[config.mk]
export PLATFORM = sky130hd
export DESIGN_NAME = mem_access_flat
export DESIGN_NICKNAME = d
export VERILOG_FILES = /design/src/rtl/mem_access_if.sv /design/src/rtl/mem_access.sv /design/src/flat_wrapper.sv
export SDC_FILE = /design/constraint.sdc
export NUM_CORES = 1
export LEC_CHECK = 0
export CAP_MARGIN = 20
export CELL_PAD_IN_SITES_DETAIL_PLACEMENT = 0
export CELL_PAD_IN_SITES_GLOBAL_PLACEMENT = 2
export CORE_AREA = 4 4 191 193
export CTS_BUF_LIST = sky130_fd_sc_hd__clkbuf_8
export CTS_CLUSTER_DIAMETER = 80
export CTS_CLUSTER_SIZE = 16
export DETAILED_ROUTE_END_ITERATION = 16
export DIE_AREA = 0 0 195 197
export PLACE_DENSITY = 0.82
export SLEW_MARGIN = 20
export SYNTH_ARGS = -nofsm -noshare
export SYNTH_HDL_FRONTEND = slang
export SYNTH_SLANG_ARGS = --single-unit
[constraint.sdc]
create_clock -name CLK -period 7.45 [get_ports CLK]
set_input_delay 1.49 -clock CLK [delete_from_list [all_inputs] [get_ports CLK]]
set_output_delay 1.49 -clock CLK [all_outputs]
set_load 0.02 [all_outputs]
[src/rtl/mem_access_if.sv]
`default_nettype none
`timescale 1ns/1ps
// ============================================================================
// Module      : mem_access_if
// Description : Data-memory bus between the MEM stage and the memory system.
//               One request per instruction; mem_ack completes the request
//               in the cycle it is seen together with mem_req.
// Signals     : mem_req   request valid (held until acked)
//               mem_we    1 = store, 0 = load
//               mem_addr  word-aligned byte address
//               mem_be    byte-lane enables, little-endian
//               mem_wdata store data, replicated across the active lanes
//               mem_rdata load data (full word)
//               mem_ack   request accepted / data valid this cycle
// Revision    : 1.0 - initial release
// ============================================================================
interface mem_access_if;
    logic        mem_req;
    logic        mem_we;
    logic [31:0] mem_addr;
    logic [3:0]  mem_be;
    logic [31:0] mem_wdata;
    logic [31:0] mem_rdata;
    logic        mem_ack;

    modport master (
        output mem_req,
        output mem_we,
        output mem_addr,
        output mem_be,
        output mem_wdata,
        input  mem_rdata,
        input  mem_ack
    );

    modport slave (
        input  mem_req,
        input  mem_we,
        input  mem_addr,
        input  mem_be,
        input  mem_wdata,
        output mem_rdata,
        output mem_ack
    );
endinterface
`default_nettype wire

[src/rtl/mem_access.sv]
`default_nettype none
`timescale 1ns/1ps
// ============================================================================
// Module      : mem_access
// Description : MEM pipeline stage. Issues byte/half/word loads and stores
//               to data memory, stalls the front of the pipeline until the
//               access is acknowledged, flags misaligned accesses and bus
//               time-outs, and registers the results for write-back.
// Parameters  : TIMEOUT  stalled cycles allowed before a bus error (2..255)
// Ports       : CLK, RST                 clock, async active-high reset
//               PC_in..Jal_data_in       EX/MEM data (ALUout_in = address,
//                                        B_in = store data)
//               WR_in, M_in, WB_in,
//               HALT_in                  EX/MEM control (M_in[3]=read,
//                                        M_in[2]=write)
//               mem                      data-memory bus (master side)
//               stall                    freezes PC .. EX/MEM while high
//               PC_out..bus_err          MEM/WB register outputs
// Revision    : 1.0 - initial release
// ============================================================================
module mem_access #(
    parameter int TIMEOUT = 16
) (
    input  wire logic        CLK,
    input  wire logic        RST,
    input  wire logic [31:0] PC_in,
    input  wire logic [31:0] IR_in,
    input  wire logic [31:0] B_in,
    input  wire logic [31:0] ALUout_in,
    input  wire logic [31:0] Jal_data_in,
    input  wire logic [4:0]  WR_in,
    input  wire logic [3:0]  M_in,
    input  wire logic [1:0]  WB_in,
    input  wire logic        HALT_in,
    mem_access_if.master     mem,
    output logic             stall,
    output logic [31:0]      PC_out,
    output logic [31:0]      IR_out,
    output logic [31:0]      ALUout_out,
    output logic [31:0]      MDR_out,
    output logic [31:0]      Jal_data_out,
    output logic [4:0]       WR_out,
    output logic [1:0]       WB_out,
    output logic             HALT_out,
    output logic             addr_err,
    output logic             bus_err
);

    typedef enum logic [1:0] {
        S_IDLE = 2'd0,
        S_WAIT = 2'd1,
        S_ERR  = 2'd2
    } state_t;

    // Last counter value at which a missing ack is still tolerated.
    localparam logic [7:0] C_TMO_LAST = 8'(TIMEOUT - 1);

    state_t      r_state;
    state_t      w_state_next;
    logic [7:0]  r_wait_cnt;

    logic        w_is_byte;
    logic        w_is_half;
    logic        w_zext;
    logic        w_memop;
    logic        w_misaligned;
    logic        w_req;
    logic        w_ack;
    logic        w_stall;
    logic [3:0]  w_be;
    logic [31:0] w_wdata;
    logic [7:0]  w_byte_lane;
    logic [15:0] w_half_lane;
    logic [31:0] w_load_data;
    logic        w_unused;

    // Size/sign come from the opcode: [27:26] 00=byte 01=half else word,
    // [28]=1 selects zero extension (lbu/lhu).
    assign w_is_byte = (IR_in[27:26] == 2'b00);
    assign w_is_half = (IR_in[27:26] == 2'b01);
    assign w_zext    = IR_in[28];

    assign w_memop      = M_in[3] | M_in[2];
    assign w_misaligned = (w_is_half & ALUout_in[0]) |
                          (~w_is_byte & ~w_is_half & (ALUout_in[1:0] != 2'b00));

    // Misaligned accesses never reach memory; ERR drops the request so the
    // frozen instruction can leave the stage with its bus error.
    assign w_req   = w_memop & ~w_misaligned & ~RST & (r_state != S_ERR);
    assign w_ack   = w_req & mem.mem_ack;
    assign w_stall = w_req & ~mem.mem_ack;
    assign stall   = w_stall;

    assign mem.mem_req   = w_req;
    assign mem.mem_we    = M_in[2];
    assign mem.mem_addr  = {ALUout_in[31:2], 2'b00};
    assign mem.mem_be    = w_be;
    assign mem.mem_wdata = w_wdata;

    always_comb begin
        w_be    = 4'b1111;
        w_wdata = B_in;
        if (w_is_byte) begin
            w_be    = 4'b0001 << ALUout_in[1:0];
            w_wdata = {4{B_in[7:0]}};
        end else if (w_is_half) begin
            w_be    = ALUout_in[1] ? 4'b1100 : 4'b0011;
            w_wdata = {2{B_in[15:0]}};
        end
    end

    // Lane extraction for loads (little-endian).
    always_comb begin
        w_byte_lane = mem.mem_rdata[7:0];
        case (ALUout_in[1:0])
            2'b00:   w_byte_lane = mem.mem_rdata[7:0];
            2'b01:   w_byte_lane = mem.mem_rdata[15:8];
            2'b10:   w_byte_lane = mem.mem_rdata[23:16];
            default: w_byte_lane = mem.mem_rdata[31:24];
        endcase
        w_half_lane = ALUout_in[1] ? mem.mem_rdata[31:16] : mem.mem_rdata[15:0];

        w_load_data = mem.mem_rdata;
        if (w_is_byte) begin
            w_load_data = w_zext ? {24'd0, w_byte_lane}
                                 : {{24{w_byte_lane[7]}}, w_byte_lane};
        end else if (w_is_half) begin
            w_load_data = w_zext ? {16'd0, w_half_lane}
                                 : {{16{w_half_lane[15]}}, w_half_lane};
        end
    end

    // ------------------------------------------------------------------
    // Access FSM
    // ------------------------------------------------------------------
    always_ff @(posedge CLK or posedge RST) begin
        if (RST) begin
            r_state <= S_IDLE;
        end else begin
            r_state <= w_state_next;
        end
    end

    always_comb begin
        w_state_next = r_state;
        case (r_state)
            S_IDLE: begin
                if (w_stall) begin
                    w_state_next = S_WAIT;
                end
            end
            S_WAIT: begin
                if (!w_req || mem.mem_ack) begin
                    w_state_next = S_IDLE;
                end else if (r_wait_cnt == C_TMO_LAST) begin
                    w_state_next = S_ERR;
                end
            end
            S_ERR: begin
                w_state_next = S_IDLE;
            end
            default: begin
                w_state_next = S_IDLE;
            end
        endcase
    end

    // Counts every stalled cycle of the current access, including the first
    // one seen in IDLE, so TIMEOUT stall cycles elapse before ERR.
    always_ff @(posedge CLK or posedge RST) begin
        if (RST) begin
            r_wait_cnt <= 8'd0;
        end else if (w_stall) begin
            r_wait_cnt <= r_wait_cnt + 8'd1;
        end else begin
            r_wait_cnt <= 8'd0;
        end
    end

    // ------------------------------------------------------------------
    // MEM/WB register
    // ------------------------------------------------------------------
    // The bus error is reported on the edge that leaves ERR: that is the
    // first unstalled edge for the timed-out instruction, so it retires
    // exactly once with the error attached.
    always_ff @(posedge CLK or posedge RST) begin
        if (RST) begin
            PC_out       <= '0;
            IR_out       <= '0;
            ALUout_out   <= '0;
            MDR_out      <= '0;
            Jal_data_out <= '0;
            WR_out       <= '0;
            WB_out       <= '0;
            HALT_out     <= 1'b0;
            addr_err     <= 1'b0;
            bus_err      <= 1'b0;
        end else if (w_stall) begin
            PC_out       <= '0;
            IR_out       <= '0;
            ALUout_out   <= '0;
            MDR_out      <= '0;
            Jal_data_out <= '0;
            WR_out       <= '0;
            WB_out       <= '0;
            HALT_out     <= 1'b0;
            addr_err     <= 1'b0;
            bus_err      <= 1'b0;
        end else begin
            PC_out       <= PC_in;
            IR_out       <= IR_in;
            ALUout_out   <= ALUout_in;
            Jal_data_out <= Jal_data_in;
            WR_out       <= WR_in;
            MDR_out      <= '0;
            WB_out       <= '0;
            HALT_out     <= 1'b1;
            addr_err     <= 1'b0;
            bus_err      <= 1'b0;
            if (r_state == S_ERR) begin
                bus_err <= 1'b1;
            end else if (w_memop && w_misaligned) begin
                addr_err <= 1'b1;
            end else begin
                WB_out   <= WB_in;
                HALT_out <= HALT_in;
                MDR_out  <= (M_in[3] && w_ack) ? w_load_data : 32'd0;
            end
        end
    end

    // Opcode/control bits that do not affect this stage.
    assign w_unused = ^{IR_in[31:29], IR_in[25:0], M_in[1:0]};

endmodule
`default_nettype wire

[src/flat_wrapper.sv]
// flat-port wrapper written by rule: the top's interface ports become plain ports
module mem_access_flat 
#(
    parameter int TIMEOUT = 16
)
  (CLK, RST, PC_in, IR_in, B_in, ALUout_in, Jal_data_in, WR_in, M_in, WB_in, HALT_in, stall, PC_out, IR_out, ALUout_out, MDR_out, Jal_data_out, WR_out, WB_out, HALT_out, addr_err, bus_err, mem_mem_req, mem_mem_we, mem_mem_addr, mem_mem_be, mem_mem_wdata, mem_mem_rdata, mem_mem_ack);
  mem_access_if mem_i ();
  input  wire logic CLK;
  input  wire logic RST;
  input  wire logic [31:0] PC_in;
  input  wire logic [31:0] IR_in;
  input  wire logic [31:0] B_in;
  input  wire logic [31:0] ALUout_in;
  input  wire logic [31:0] Jal_data_in;
  input  wire logic [4:0] WR_in;
  input  wire logic [3:0] M_in;
  input  wire logic [1:0] WB_in;
  input  wire logic HALT_in;
  output logic stall;
  output logic [31:0] PC_out;
  output logic [31:0] IR_out;
  output logic [31:0] ALUout_out;
  output logic [31:0] MDR_out;
  output logic [31:0] Jal_data_out;
  output logic [4:0] WR_out;
  output logic [1:0] WB_out;
  output logic HALT_out;
  output logic addr_err;
  output logic bus_err;
  output wire logic [$bits(mem_i.mem_req)-1:0] mem_mem_req;
  output wire logic [$bits(mem_i.mem_we)-1:0] mem_mem_we;
  output wire logic [$bits(mem_i.mem_addr)-1:0] mem_mem_addr;
  output wire logic [$bits(mem_i.mem_be)-1:0] mem_mem_be;
  output wire logic [$bits(mem_i.mem_wdata)-1:0] mem_mem_wdata;
  input wire logic [$bits(mem_i.mem_rdata)-1:0] mem_mem_rdata;
  input wire logic [$bits(mem_i.mem_ack)-1:0] mem_mem_ack;
  assign mem_mem_req = mem_i.mem_req;
  assign mem_mem_we = mem_i.mem_we;
  assign mem_mem_addr = mem_i.mem_addr;
  assign mem_mem_be = mem_i.mem_be;
  assign mem_mem_wdata = mem_i.mem_wdata;
  assign mem_i.mem_rdata = mem_mem_rdata;
  assign mem_i.mem_ack = mem_mem_ack;
  mem_access #(.TIMEOUT(TIMEOUT)) u_core (.CLK(CLK), .RST(RST), .PC_in(PC_in), .IR_in(IR_in), .B_in(B_in), .ALUout_in(ALUout_in), .Jal_data_in(Jal_data_in), .WR_in(WR_in), .M_in(M_in), .WB_in(WB_in), .HALT_in(HALT_in), .mem(mem_i), .stall(stall), .PC_out(PC_out), .IR_out(IR_out), .ALUout_out(ALUout_out), .MDR_out(MDR_out), .Jal_data_out(Jal_data_out), .WR_out(WR_out), .WB_out(WB_out), .HALT_out(HALT_out), .addr_err(addr_err), .bus_err(bus_err));
endmodule
==> results of run 1 <==
-- worst max-delay path: cells and delay by family --
kind	cells	cell delay, ps
buffers and inverters	3	1400
AND/OR/NAND/NOR	3	1090
-- sequential cells by signal, indices dropped and copies added, names as in the netlist --
register             flops
u_core.WB_out            2
u_core.r_wait_cnt        8
u_core.IR_out           32
u_core.addr_err          1
u_core.Jal_data_out     32
u_core.ALUout_out       32
u_core.r_state           2
u_core.PC_out           32
u_core.WR_out            5
u_core.MDR_out          32
u_core.HALT_out          1
u_core.bus_err           1
-- final cells by class --
| type | instances | area (sq um) |
|---|---|---|
| Tap cell | 455 | 569 |
| Multi-Input combinational cell | 326 | 2640 |
| Clock inverter | 12 | 109 |
| Sequential cell | 180 | 4500 |
| Clock buffer | 18 | 248 |
| Fill cell | 3478 | 21800 |
| Inverter | 32 | 128 |
| Timing Repair Buffer | 459 | 4550 |
-- through the flow --
step / cells / setup slack, ps / hold WS [ps] / power [uW]
3_5_place_dp: 1452 / 1730 / 500 / 1660
5_1_grt: 1482 / 1740 / 564 / 2380
3_3_place_gp: 1452 / 1770 / 482 / 1650
6_report: 1482 / 1950 / 503 / 2270
4_1_cts: 1482 / 1720 / 513 / 2320
2_1_floorplan: 652 / 1070 / 464 / 1340
-- power by group --
group          internal (uW)  switching (uW)  leakage (uW)  total [uW]
Combinational            287             297       0.00265         584
Sequential              1030            14.9       0.00223        1040
Clock                    271             375      0.000180         646
Total                   1590             687       0.00506        2270
-- metal layers --
metal	vias to the layer above	global-route usage, %	share of wire [%]
met2	300	26.4	51
met1	3400	17.0	39
met4	0	4.53	1.8
met5	-	0	0
met3	23	4.56	7.4
li1	3094	-	-
-- synth_stat cells (7+ instances only) --
library cell and number:
a2111oi_0 29, buf_1 8, buf_2 18, buf_4 45
buf_6 8, clkbuf_1 35, dfrtp_1 180, inv_1 31
mux2_2 11, mux2i_1 8, mux4_2 8, nand2_1 33
nor2_1 13, nor2b_1 9, nor4_1 7, o21ai_0 11
o22ai_1 8, o31a_1 131, o32ai_1 8
-- path summary, 6_finish.rpt --
path,slack [ps],startpoint,end,cells after the start
setup reg to reg,4920,u_core.r_state[0],u_core.ALUout_out[0],6
max in group asynchronous,4350,RST,u_core.MDR_out[18],3
min in group asynchronous,1660,RST,u_core.IR_out[5],2
hold / removal,500,u_core.r_wait_cnt[0],u_core.r_wait_cnt[0],1
setup / recovery,1950,IR_in[26],stall,6
hold reg to reg,500,u_core.r_wait_cnt[0],u_core.r_wait_cnt[0],1
-- cells by family (layout without fill, tap and decap cells) --
family                     Yosys count  after routing  synth area share (%)
AOI/OAI and AO/OA                  208            208                  22.4
DFF                                180            180                  56.8
buffers and inverters              146            521                  10.1
and+or+nand+nor                     85             85                  5.35
muxes                               27             27                  4.84
xor gates and xnor gates             3              3                 0.331
adders and majority gates            1              1                 0.158
other                                1              2                0.0473
==> results.cfg, run 1 <==
[route]
drt-total-wl_um = 30000
via_per_inst = 4.60
drtIter0Drc = 314
vias = 6817
drc_errors = 0
antenna_left = 0
wire_per_inst_um = 20.2
drtPass1Iterations = 6

[floorplanning]
dieArea_sq_um = 38400
core_area_sq_um = 34500
rows = 68
die_h_um = 197
die_w_um = 195
initial_utilization_pct = 23.0
io_pins = 448

[global_routing]
first_global_vias = 7163
grt.total_usage_pct = 14.8
grt_pass1_wl_um = 44100
grt_max_degree = 117
overflow = 0
antenna_found_initial = 0

[timing]
grt_setup_unrepaired = false
final.min_clock_period_ps = 5500
period_share_pct = 73.8
hold_violations = 0
slew_violations = 0
fmax_mhz = 182
final.setup.tns_ps = 0
tightestPinTransition_ps = 936
clock_skew_ps = 19.7
relSlewSlack_pct = 37.6
setup_viol = 0

[synthesis]
yosysSeqAreaShare_pct = 56.8
yosysTopAreaCellShare_pct = 56.8
ys_seq_elements = 180
synth_area_leaders = dfrtp_1 (57%), o31a_1 (14%), buf_4 (4.3%)
netlist_instances = 651
yosys_warnings = 0
synth_edf_count = 0
syn_avg_cell_area_sq_um = 12.2
synthArstFlopShare_pct = 100
synth_flop_cell = dfrtp_1
syn-cell-area_sq_um = 7930
synth_cell_types = 50
synth_top_cell_by_area = dfrtp_1

[power]
vdd_drop_max_v = 0.0000927
cellPowerDensity_nw_per_um2 = 179
p_leak_uw = 0.00506

[place]
place_congestion = 0.785
place_area_sq_um = 12400
hpwl_um = 21200
port_buffers = 443

[outcome]
status = finished, final reports clean

[critical_path]
crit_type = in -> out
max_stage_delay_ps = 760
cp.required_ps = 5960
cp_common_cell = clkdlybuf4s50_1
cp_max_fo = 23
cpMaxStageDelayCell = clkdlybuf4s50_1
critical_path.cell_chain = clkdlybuf4s50_1 > buf_4 > nor2_1 > nor2_4 > nor3_1 > clkdlybuf4s50_1
arrival_ps = 4010
start_kind = primary input
critPathCaptureType = primary output

[clock_tree]
hold_buffers = 0
path_clk_slew_ps = 90
clockBufferDepth = 2
clock-sinks = 180
cts_inserted_buffers = 17
root_buffer = clkbuf_8
cts_tree = built
clk_latency_ps = 470
cts_resized = 0
cts_setup_buffers = 0
h-tree-depth = 4

[cells_and_area]
area_growth_pct = 60.7
antennaDiodeCount = 0
final_cell_mix = clkdlybuf4s50_1 (441), dfrtp_1 (180), o31a_1 (131)
final_common_cell = clkdlybuf4s50_1
fin_nets = 1224
finalInstanceArea_sq_um = 12700
drive_above_1_share_pct = 7.50
finish.utilization_pct = 36.9

[job]
drv_cap = 0

[hold_path]
hold_path_class = reg -> reg
Power figures use the tool's default switching activity.
==> inputs of run 2 (changes only) <==
- CORE_AREA: 4 4 191 193 -> 4 4 200 202
- DIE_AREA: 0 0 195 197 -> 0 0 204 206
- PLACE_DENSITY: 0.82 -> 0.79
- clock period: 7.45 -> 4.8 ns (I/O delays scaled with it)
==> run 2 against run 1 <==
Against the previous run: clock-buffer cell count increased by 1; critical endpoint is now mem_mem_wdata[15]; critical path depth decreased by 1; die area increased by 9.4%; sequential share of layout area decreased by 0.47 points; non-clock buffer count increased by 6; global-route usage decreased by 0.63 points; worst setup slack got worse by 1100 ps.
==> results.cfg, run 2 (same netlist as run 1, synthesis figures left out) <==
[floorplanning]
io_pins = 448
die_h_um = 206
initial_utilization_pct = 20.7
core_area_sq_um = 38300
dieArea_sq_um = 42000
die_w_um = 204
rows = 72

[timing]
final.setup.tns_ps = 0
slew_violations = 0
fmax_mhz = 251
hold_violations = 0
tightestPinTransition_ps = 917
grt_setup_unrepaired = false
clock_skew_ps = 18.3
period_share_pct = 83.0
relSlewSlack_pct = 38.9
setup_viol = 0
holdWs_ps = 506
final.min_clock_period_ps = 3990

[route]
drt-total-wl_um = 30700
drtIter0Drc = 251
drc_errors = 0
topRoutingLayerUsed = met5
m1WireLength_um = 12300
drtPass1Iterations = 4
via_per_inst = 4.37
vias = 6791
wire_per_inst_um = 19.8
wl_met3_um = 2910
antenna_left = 0
wl_met2_um = 14800

[power]
cellPowerDensity_nw_per_um2 = 279
p_leak_uw = 0.00511
vdd_drop_max_v = 0.000158

[cells_and_area]
finish.utilization_pct = 33.7
final_common_cell = clkdlybuf4s50_1
fin_nets = 1230
fillers = 3855
area_growth_pct = 62.8
final_cell_mix = clkdlybuf4s50_1 (440), dfrtp_1 (180), o31a_1 (131)
ff_latch_area_sq_um = 4500
drive_above_1_share_pct = 8.22
multi_input_area_sq_um = 2630

[critical_path]
r2r_slack_ps = 2130
worstReg2RegEnd = u_core.ALUout_out[7]
r2r.worst_path.cells = 6
cp.required_ps = 3840
critical_path.cell_chain = clkdlybuf4s50_1 > or2_0 > nand2_1 > nand2_1 > clkdlybuf4s50_1
startpoint = IR_in[26]
r2r_start = u_core.r_state[0]
crit_type = in -> out
cp.depth = 5
crit_family = buffers and inverters
critPathCaptureType = primary output
max_stage_delay_ps = 660
critPathCapture = mem_mem_wdata[15]
start_kind = primary input
path_buf_inv = 2
cpMaxStageDelayCell = or2_0
arrival_ps = 3030
cp_max_fo = 9

[outcome]
status = finished, final reports clean

[job]
drv_cap = 0

[clock_tree]
clk_latency_ps = 490
clock-sinks = 180
hold_buffers = 0
cts_setup_buffers = 0
cts_resized = 0
clockBufferDepth = 2
cts_tree = built
h-tree-depth = 4
cts_inserted_buffers = 17
path_clk_slew_ps = 80
root_buffer = clkbuf_8

[place]
place_congestion = 0.772
port_buffers = 443
hpwl_um = 22300

[global_routing]
antenna_found_initial = 4
grt_pass1_wl_um = 45200
grt_max_degree = 76
first_global_vias = 7220
overflow = 0
grt.total_usage_pct = 14.1

[hold_path]
min-delay-start = u_core.r_wait_cnt[0]
hold_path_class = reg -> reg
-- run 2: cell types whose count changed in the layout (fill, tap and decap cells not counted), sizes merged --
| cell | previous run | this run |
|---|---|---|
| buf | 18 | 25 |
| diode | 0 | 2 |
| inv | 37 | 35 |
| bufinv | 1 | 2 |
| clkbuf | 18 | 19 |
| clkdlybuf4s50 | 441 | 440 |
| clkinv | 3 | 4 |
-- run 2: final cells by class --
type | count | share of cell area [%]
tap | 518 | 5.02
sequential | 180 | 34.9
clock buffer | 19 | 2.03
inverter | 32 | 0.959
clock inverter | 12 | 1.02
timing repair buffer | 465 | 35.6
antenna | 2 | 0.0388
multi-input combinational | 326 | 20.4
-- run 2: metrics by stage --
step | total power [uW] | area [sq um] | std cells | setup slack, ps
after floorplan | 2080 | 7940 | 652 | 1530
after global placement | 2570 | 12500 | 1521 | 793
after detailed placement | 2580 | 12500 | 1521 | 842
after CTS | 3690 | 12900 | 1552 | 817
after global routing | 3790 | 12900 | 1552 | 699
final | 3610 | 12900 | 1554 | 814
-- run 2: power breakdown --
part | switching (uW) | total, uW | internal, uW
registers | 22.8 | 1620 | 1600
clock network | 585 | 1070 | 488
logic | 464 | 913 | 449
-- run 2: worst min path at each step --
stage	end	slack, ps	cells after the start
2_1_floorplan	u_core.r_wait_cnt[0]	460	1
3_3_place_gp	u_core.r_wait_cnt[0]	490	1
3_5_place_dp	u_core.r_wait_cnt[0]	490	1
4_1_cts	u_core.r_wait_cnt[0]	500	1
5_1_grt	u_core.r_wait_cnt[0]	550	1
6_report	u_core.r_wait_cnt[0]	510	1
-- run 2: layer usage --
layer | track usage (%) | up-vias
met5 | 0 | -
met4 | 4.64 | 4
met3 | 5.81 | 36
met2 | 23.6 | 320
met1 | 16.7 | 3309
li1 | - | 3122
==> inputs of run 3 (changes only) <==
- clock period: 4.8 -> 3.3 ns (I/O delays scaled with it)
==> run 3 against run 2 <==
Against the previous run: flip-flop and latch count stayed put; sequential share of layout area is 0.30 points lower; first-iteration DRC count is 16% higher; utilization is 0.30 points higher; die area stayed put; largest cell class unchanged.
==> results.cfg, run 3 (same netlist as run 1, synthesis figures left out) <==
[timing]
relSlewSlack_pct = 45.3
final.min_clock_period_ps = 3170
setup_viol = 0
grt_setup_unrepaired = false
tightestPinTransition_ps = 820
fmax_mhz = 316
final.setup.tns_ps = 0
slew_violations = 0
clock_skew_ps = 13.1
hold_violations = 0
period_share_pct = 96.0

[cells_and_area]
multi_input_area_sq_um = 2630
fin_nets = 1239
final_cell_mix = clkdlybuf4s50_1 (440), dfrtp_1 (180), o31a_1 (131)
fillers = 3875
final_common_cell = clkdlybuf4s50_1
finish.utilization_pct = 34.0
area_growth_pct = 64.3
ff_latch_area_sq_um = 4500
drive_above_1_share_pct = 9.01

[route]
drtPass1Iterations = 4
antenna_left = 0
drc_errors = 0
vias = 6858
drt-total-wl_um = 31300
wire_per_inst_um = 20.0
drtIter0Drc = 291
via_per_inst = 4.39

[clock_tree]
cts_setup_buffers = 0
cts_inserted_buffers = 17
root_buffer = clkbuf_8
clockBufferDepth = 2
clock-sinks = 180
cts_resized = 0
path_clk_slew_ps = 100
cts_tree = built
clk_latency_ps = 500
hold_buffers = 0
h-tree-depth = 4

[critical_path]
crit_type = in -> out
crit_family = buffers and inverters
critPathCaptureType = primary output
start_kind = primary input
critical_path.cell_chain = clkdlybuf4s50_1 > buf_12 > or2_0 > buf_4 > nand2_1 > nand2_1 > clkdlybuf4s50_1
cpMaxStageDelayCell = clkdlybuf4s50_1
cp_max_fo = 13
max_stage_delay_ps = 600
cp.required_ps = 2640
path_buf_inv = 4
arrival_ps = 2510

[floorplanning]
die_w_um = 204
initial_utilization_pct = 20.7
die_h_um = 206
dieArea_sq_um = 42000
core_area_sq_um = 38300
io_pins = 448
rows = 72

[power]
cellPowerDensity_nw_per_um2 = 406
vdd_drop_max_v = 0.000244
p_leak_uw = 0.00517

[global_routing]
grt_max_degree = 113
grt_pass1_wl_um = 46300
overflow = 0
first_global_vias = 7348
antenna_found_initial = 6
grt.total_usage_pct = 14.4

[place]
place_congestion = 0.810
hpwl_um = 22400
port_buffers = 443

[job]
drv_cap = 0

[outcome]
status = finished, final reports clean

[hold_path]
hold_path_class = in -> reg
## run 3: cell types whose count changed in the layout (fill, tap and decap cells not counted), sizes merged
cell | previous run | this run
clkinv | 4 | 2
inv | 35 | 39
clkbuf | 19 | 17
buf | 25 | 34
## run 3: through the flow
stage	cell area [sq um]	worst slack, ps	cells	hold slack, ps	power [uW]
global placement	12600	153	1530	486	3760
finish	13000	133	1563	431	5290
global route	13000	33.6	1562	394	5560
floorplan	7940	331	652	464	3030
detailed placement	12600	151	1530	491	3770
CTS	13000	144	1561	394	5400
## run 3: worst register-to-register path, delay by kind of cell, from the launching register on
family | cells | cell delay, ps
AOI/OAI and AO/OA | 1 | 260
buffers and inverters | 3 | 1150
and+or+nand+nor | 2 | 390
DFF | 1 | 400
## run 3: metal layers
metal  global-route usage, %  wire [um]
met5                       0         45
met4                    4.02        489
met3                    5.87       2970
met2                    24.5      15600
met1                    16.9      12200
## run 3: path summary, 6_finish.rpt
path | startpoint | end | slack, ps | cells after the start
max in group asynchronous | RST | u_core.Jal_data_out[9] | 1930 | 4
setup / recovery | IR_in[26] | mem_mem_wdata[11] | 130 | 7
min in group asynchronous | RST | u_core.PC_out[19] | 840 | 4
setup reg to reg | u_core.r_state[0] | u_core.HALT_out | 1050 | 6
hold reg to reg | u_core.r_wait_cnt[0] | u_core.r_wait_cnt[0] | 500 | 1
hold / removal | mem_mem_ack | u_core.r_wait_cnt[4] | 430 | 2
## run 3: layout make-up
type / count / area share (%)
Antenna cell: 2 / 0.0384
Clock buffer: 17 / 1.80
Clock inverter: 14 / 1.16
Inverter: 32 / 0.951
Multi-Input combinational cell: 326 / 20.2
Sequential cell: 180 / 34.6
Tap cell: 518 / 4.98
Timing Repair Buffer: 474 / 36.3
## run 3: power breakdown
part / total [uW] / internal (uW) / switching [uW]
clock network: 1590 / 680 / 906
registers: 2360 / 2320 / 32.5
logic: 1350 / 668 / 679
total: 5290 / 3670 / 1620
